`config.mk`:
```
export PLATFORM = sky130hd
export DESIGN_NAME = xc_wb_pipe_2
export DESIGN_NICKNAME = d
export VERILOG_FILES = /design/src/rtl/xc_wb_pipe_2.sv
export SDC_FILE = /design/constraint.sdc
export NUM_CORES = 1
export LEC_CHECK = 0
export CAP_MARGIN = 25
export CELL_PAD_IN_SITES_DETAIL_PLACEMENT = 0
export CELL_PAD_IN_SITES_GLOBAL_PLACEMENT = 1
export CORE_UTILIZATION = 30
export DETAILED_ROUTE_END_ITERATION = 16
export PLACE_DENSITY_LB_ADDON = 0.1
export SLEW_MARGIN = 20
export SYNTH_ARGS = -nofsm -noshare
export SYNTH_HDL_FRONTEND = slang
export SYNTH_SLANG_ARGS = --single-unit
```
`constraint.sdc`:
```
create_clock -name clock -period 4.55 [get_ports clock]
set_clock_uncertainty 0.2 [all_clocks]
set_input_delay 0.455 -clock clock [delete_from_list [all_inputs] [get_ports clock]]
set_output_delay 0.455 -clock clock [all_outputs]
set_load 0.01 [all_outputs]
```
`src/rtl/xc_wb_pipe_2.sv`:
```
// xc_wb_pipe_2 -- three-stage writeback pipeline (S0 -> S1 -> S2) with
// forwarding taps and a register-file write port.
//
// A narrow result is accepted straight into S0. A wide result is split into
// two beats. The low word goes to the even register on the accepting edge.
// The high word is held internally and goes to the odd register on the next
// edge, while ex_ready is low. The stages always advance, and empty slots
// move through as bubbles. flush drops everything that has not yet reached
// the rd stage.
//
// Ports:
//   clock, reset            sole clock; asynchronous active-high reset
//   ex_valid / ex_ready     execute-result handshake
//   ex_wide                 paired write (even reg <- lo, odd reg <- hi)
//   ex_rd_addr              destination register (bit 0 ignored when wide)
//   ex_wdata / ex_wdata_hi  result / high word
//   flush                   discard all entries not yet in rd
//   fwd_0_*                 stage S0 (youngest) forwarding tap
//   fwd_1_*                 stage S1 forwarding tap
//   rd_*                    stage S2 (oldest) register-file write port
//   pend                    bit n set while any in-flight entry targets reg n
//
// Configuration:
//   XC_WB_PEND_EN  defined   -> pend decoded from the stage and captured addrs
//                  undefined -> pend tied to zero and no decode logic is built
module xc_wb_pipe_2 (
  input  logic        clock,
  input  logic        reset,
  input  logic        ex_valid,
  output logic        ex_ready,
  input  logic        ex_wide,
  input  logic [4:0]  ex_rd_addr,
  input  logic [31:0] ex_wdata,
  input  logic [31:0] ex_wdata_hi,
  input  logic        flush,
  output logic        fwd_0_wen,
  output logic [4:0]  fwd_0_addr,
  output logic [31:0] fwd_0_wdata,
  output logic        fwd_1_wen,
  output logic [4:0]  fwd_1_addr,
  output logic [31:0] fwd_1_wdata,
  output logic        rd_wen,
  output logic [4:0]  rd_addr,
  output logic [31:0] rd_wdata,
  output logic [31:0] pend
);

  localparam int STAGES = 2;

  typedef enum logic {RUN, HI} state_t;

  state_t                   state, state_nx;
  logic [STAGES:0]          vld_pipe;
  logic [STAGES:0][4:0]     addr_pipe;
  logic [STAGES:0][31:0]    data_pipe;
  logic [4:0]               hi_addr, hi_addr_nx;
  logic [31:0]              hi_data, hi_data_nx;
  logic                     s0_vld_nx;
  logic [4:0]               s0_addr_nx;
  logic [31:0]              s0_data_nx;

  // Next-state logic, S0 load selection and the ready handshake.
  always_comb begin
    state_nx   = state;
    hi_addr_nx = hi_addr;
    hi_data_nx = hi_data;
    ex_ready   = 1'b0;
    s0_vld_nx  = 1'b0;
    s0_addr_nx = '0;
    s0_data_nx = '0;
    case (state)
      RUN: begin
        // Reset is included because the FSM already sits in RUN while reset
        // is held. Without it, ready could rise before the first usable edge.
        ex_ready = !flush && !reset;
        if (ex_valid && ex_ready) begin
          s0_vld_nx  = 1'b1;
          s0_data_nx = ex_wdata;
          if (ex_wide) begin
            s0_addr_nx = ex_rd_addr & 5'b11110;
            hi_addr_nx = ex_rd_addr | 5'b00001;
            hi_data_nx = ex_wdata_hi;
            state_nx   = HI;
          end else begin
            s0_addr_nx = ex_rd_addr;
          end
        end
      end
      HI: begin
        s0_vld_nx  = 1'b1;
        s0_addr_nx = hi_addr;
        s0_data_nx = hi_data;
        hi_addr_nx = '0;
        hi_data_nx = '0;
        state_nx   = RUN;
      end
      default: state_nx = RUN;
    endcase
    if (flush) begin
      s0_vld_nx  = 1'b0;
      hi_addr_nx = '0;
      hi_data_nx = '0;
      state_nx   = RUN;
    end
  end

  always_ff @(posedge clock or posedge reset) begin
    if (reset) begin
      state   <= RUN;
      hi_addr <= '0;
      hi_data <= '0;
    end else begin
      state   <= state_nx;
      hi_addr <= hi_addr_nx;
      hi_data <= hi_data_nx;
    end
  end

  // The stages shift every cycle. flush kills the S0 and S1 occupants as they
  // move down. The S2 occupant still drives rd during the flush cycle, so its
  // write is kept.
  always_ff @(posedge clock or posedge reset) begin
    if (reset) begin
      vld_pipe  <= '0;
      addr_pipe <= '0;
      data_pipe <= '0;
    end else begin
      vld_pipe[0]  <= s0_vld_nx;
      addr_pipe[0] <= s0_addr_nx;
      data_pipe[0] <= s0_data_nx;
      for (int i = 1; i <= STAGES; i++) begin
        vld_pipe[i]  <= vld_pipe[i-1] & ~flush;
        addr_pipe[i] <= addr_pipe[i-1];
        data_pipe[i] <= data_pipe[i-1];
      end
    end
  end

  // x0 writes travel down the pipe but are never enabled.
  assign fwd_0_wen   = vld_pipe[0] && (addr_pipe[0] != 5'd0);
  assign fwd_0_addr  = addr_pipe[0];
  assign fwd_0_wdata = data_pipe[0];
  assign fwd_1_wen   = vld_pipe[1] && (addr_pipe[1] != 5'd0);
  assign fwd_1_addr  = addr_pipe[1];
  assign fwd_1_wdata = data_pipe[1];
  assign rd_wen      = vld_pipe[2] && (addr_pipe[2] != 5'd0);
  assign rd_addr     = addr_pipe[2];
  assign rd_wdata    = data_pipe[2];

`ifdef XC_WB_PEND_EN
  // The captured hi address counts as pending as soon as the wide op is
  // accepted, so a consumer never sees the odd register as free in the gap
  // before its beat enters S0.
  always_comb begin
    pend = '0;
    for (int i = 0; i <= STAGES; i++) begin
      if (vld_pipe[i] && (addr_pipe[i] != 5'd0)) pend[addr_pipe[i]] = 1'b1;
    end
    if (state == HI) pend[hi_addr] = 1'b1;
  end
`else
  assign pend = 32'h0;
`endif

endmodule

```
# After elaboration in Yosys (flattened, before gate mapping)
# Index checks and enable logic that the tools add are counted.
[totals]
output_inout_bits = 147
input_bits = 74
wordCells = 48
reg_bits = 152
[op_classes]
n_reduce_logical = 11
bitwise_logic = 4
eq_ne = 2
mux = 21
[op_table]
columns = ["cell", "count"]
rows = [
  ["32-bit 2-to-1 mux", 4],
  ["32-bit case mux with 2 select lines", 2],
  ["5-bit 2-to-1 mux", 4],
  ["5-bit case mux with 2 select lines", 2],
  ["5-bit nonzero test", 3],
  ["1-bit 2-to-1 mux", 7],
  ["3-bit != test, second input constant", 2],
  ["1-bit logical AND", 5],
  ["1-bit case mux with 2 select lines", 2],
  ["1-bit AND", 2],
  ["1-bit zero test", 2],
  ["1-bit inverter", 2],
  ["2-bit AND reduction", 1],
]

# Logic depth before layout (Yosys ltp)
[logic_depth]
ltp_word = 6
depth_mapped = 5
depth_no_buf = 2

# Worst setup path before layout
# OpenSTA, ideal clock, no wires.
[synth_path]
path_type = "register -> output"
start = "register addr_pipe (netlist bit fwd_0_addr[0])"
end = "output port fwd_0_wen"
slack_ps = 2778
t_required_ps = 3895
path_buffers = 0
path_stages_with_launch = 3
arrival_ps = 1117
cell_sequence = "dfrtp_1 -> or4_1 -> o21a_1"
[synth_between]
elab_chain_cells = 2
[synth_rtl]
columns = ["element", "line", "rtl"]
rows = [
  ["start: declaration", "54", "logic [STAGES:0][4:0] addr_pipe;"],
  ["start signal: indexed assignment", "133", "addr_pipe[i] <= addr_pipe[i-1];"],
  ["5-bit nonzero test", "140", "assign fwd_0_wen = vld_pipe[0] && (addr_pipe[0] != 5'd0);"],
  ["1-bit logical AND", "140", ""],
  ["end: declaration", "36", "output logic fwd_0_wen,"],
]
# Every way passes these cells.

# Final worst setup path
# Same ends and word-level chain as after synthesis.

==> reports/metrics.yaml <==
status: "finished clean"
period_share: 0.580
power_per_cell_area_mw_per_mm2: 384
cts-hold-fix-buffers: 0
gr-usage-met1: 0.170
final_antenna_net_count: 0
cp_num_buf_inv: 1
number_of_nets_in_the_finished_design: 601
fin_ws_ns: 1.91
crit_required_ns: 3.89
wl_microns: 12400
layout_commonest_cell: "sky130_fd_sc_hd__clkdlybuf4s50_1"
route.detailed.drc: 0
clk_pin_slew_ns: 0.06
gp_congestion: 0.707
unrepaired_setup_endpoints_after_global_routing: "no"
worst-path-max-fanout: 3
postCtsSetupRepairBufs: 0
dieHeight_microns: 135
cts_sinks: 152
critical_path.max_stage_delay_ns: 0.52
cell_at_the_root_of_the_clock_tree: "sky130_fd_sc_hd__clkbuf_16"
critical_path_source_type: "flop"
initial_utilization: 0.306
worst_setup_path_end_kind: "output port"
cts_tree: "built"
antenna_found_initial: 0
critical_path.cell_chain: "or4_1 -> o21a_1 -> clkdlybuf4s50_1"
die_w_microns: 135
layout_area_growth_over_synthesis_pct: 47.9
dr_total_vias: 3441
drt_iter0_drc: 155
synth_top_family_by_area: "compound AO/OA/AOI/OAI gates"
maxSlewHeadroom: 0.433
yosys.area_share.simple: 0.0669
grt_pass1_vias: 3611
worst-slew-pin-transition_ns: 0.850
vdd_drop_max_mv: 0.248
worst_path_dominant_cell_family: "simple AND/OR/NAND/NOR gates"
final-max-slew-violation-count: 0
final.fill_count: 1537
numPortBuffers: 188
post_synth_mux_area_share: 0
final.hold.worst_slack_ns: 0.170
crit_slowest_cell: "sky130_fd_sc_hd__or4_1"
number_of_warning_messages_in_the_yosys_log: 0
wire_per_inst_microns: 16.2
static_leakage_power_nw: 3.50
finish.utilization: 0.453
grt.total_usage: 0.142
layout.cells.most_common_list: "sky130_fd_sc_hd__clkdlybuf4s50_1, sky130_fd_sc_hd__dfrtp_1, sky130_fd_sc_hd__a32o_1, sky130_fd_sc_hd__a22o_1, sky130_fd_sc_hd__nor3b_1"
share_of_the_synthesized_area_in_compound_gates_ao_oa_aoi_oai: 0.136
yosys.area_share.adder: 0
number_of_max_cap_violations: 0
clk-insertion-delay-late_ns: 0.42
synth_cells: 342
syn_avg_cell_area_sq_um: 15.5
cts_made_buffers: 17
drive_above_1_share: 0.0796
mappedNetlistArea_sq_mm: 0.00530
synth_seq_area_share: 0.718
finalSetupTns_ns: 0
arrival_ns: 1.98
synth_cell_type_count: 20
grt_use_met2: 0.233
grt-ovfl-total: 0
antenna-diode-count: 0
period_needed_ns: 2.64
final-setup-viol-count: 0
cts_max_path_buffers: 2
fp.dieArea_sq_mm: 0.0182
floorplan.io_pins: 221
grt_first_pass_wirelength_microns: 19400
place_hpwl_microns: 7760
critical_path_class: "flop to output port"
drt_first_pass_iters: 4
synthXorXnorAreaFrac: 0
gr-max-usage-layer: "met2"
number_of_levels_the_h_tree_was_split_into: 4
grtUsageMet3: 0.0473
place_worst_setup_slack_ns: 2.00
hp-class: "flop to flop"
post_cts_resize_count: 0
coreArea_sq_mm: 0.0173
fmaxAchievable_mhz: 379
num_rows: 48
timing_hold_violations_final: 0
via_per_inst: 4.50
grt_max_degree: 76
postSynthRegisterBits: 152
-- worst reg2reg max path, stage by stage, from the launching register on --
cell and delay, ns:
sky130_fd_sc_hd__dfrtp_2 0.43, sky130_fd_sc_hd__nor4b_4 0.20, sky130_fd_sc_hd__buf_4 0.63, sky130_fd_sc_hd__a32o_1 0.35
-- flip-flops by register name (all words and copies together), names as in the netlist --
register and cells:
fwd_1_addr 5, state 1, hi_data 32, rd_addr 5, vld_pipe 3, rd_wdata 32, fwd_0_addr 5, hi_addr 5
fwd_0_wdata 32, fwd_1_wdata 32
-- area by class of cell --
cell class                 count  area [sq um]  share of cell area
sequential                   152          3800               0.486
timing repair buffer         196          1960               0.250
multi-input combinational    156          1190               0.153
clock buffer                  20           447              0.0570
tap                          225           282              0.0359
clock inverter                12           128              0.0163
inverter                       4          18.8             0.00240
-- kinds of logic after synthesis --
| kind of cell | count (synthesis) |
|---|---|
| simple gates | 46 |
| other cells | 1 |
| compound gates | 78 |
| flops | 152 |
| buf+inv | 65 |
-- synth_stat cells --
| cell | n | area (sq um) |
|---|---|---|
| sky130_fd_sc_hd__dfrtp_1 | 152 | 3800 |
| sky130_fd_sc_hd__a32o_1 | 37 | 370 |
| sky130_fd_sc_hd__buf_4 | 37 | 278 |
| sky130_fd_sc_hd__a22o_1 | 36 | 315 |
| sky130_fd_sc_hd__nor3b_1 | 36 | 270 |
| sky130_fd_sc_hd__clkbuf_1 | 14 | 52.6 |
| sky130_fd_sc_hd__buf_2 | 7 | 35.0 |
| sky130_fd_sc_hd__inv_1 | 4 | 15.0 |
| sky130_fd_sc_hd__buf_6 | 3 | 33.8 |
| sky130_fd_sc_hd__o21a_1 | 3 | 22.5 |
| sky130_fd_sc_hd__or4_1 | 3 | 22.5 |
| sky130_fd_sc_hd__nor2b_1 | 2 | 12.5 |
| sky130_fd_sc_hd__a211oi_1 | 1 | 7.51 |
| sky130_fd_sc_hd__a21oi_1 | 1 | 5.00 |
| sky130_fd_sc_hd__and2_1 | 1 | 6.26 |
| sky130_fd_sc_hd__conb_1 | 1 | 3.75 |
| sky130_fd_sc_hd__nand2b_1 | 1 | 6.26 |
| sky130_fd_sc_hd__nand3b_1 | 1 | 7.51 |
| sky130_fd_sc_hd__nor3_1 | 1 | 5.00 |
| sky130_fd_sc_hd__nor4b_4 | 1 | 23.8 |
-- path summary, 6_finish.rpt --
kind,slack [ns],start,end,cells after the start
max reg2reg,2.67,state$_DFF_PP0_,hi_data[3]$_DFFE_PP0P_,3
max,1.91,fwd_0_addr[0]$_DFF_PP0_,fwd_0_wen,3
min,0.17,fwd_1_wdata[29]$_DFF_PP0_,rd_wdata[29]$_DFF_PP0_,0
min reg2reg,0.17,fwd_1_wdata[29]$_DFF_PP0_,rd_wdata[29]$_DFF_PP0_,0
min in group asynchronous,0.29,reset,fwd_0_wdata[31]$_DFF_PP0_,2
max in group asynchronous,2.93,reset,state$_DFF_PP0_,4
-- stage by stage --
step / cells / instance area [sq um] / total power [mW]
2_1_floorplan: 373 / 5420 / 1.55
3_3_place_gp: 732 / 7240 / 1.68
3_5_place_dp: 732 / 7240 / 1.68
4_1_cts: 764 / 7810 / 3.05
5_1_grt: 765 / 7830 / 3.14
6_report: 765 / 7830 / 3.00
-- power by group --
part	leakage [nW]	total [mW]	internal [mW]	switching, mW
clock network	0.272	1.35	0.818	0.533
registers	2.09	1.41	1.39	0.0183
logic	1.14	0.244	0.130	0.114
total	3.50	3.00	2.34	0.666
-- metal layers --
layer,share of wire,up-vias
met5,0,-
met4,0.015,0
met3,0.074,16
met2,0.49,143
met1,0.42,1728
li1,-,1554
(Power assumes the default switching activity.)
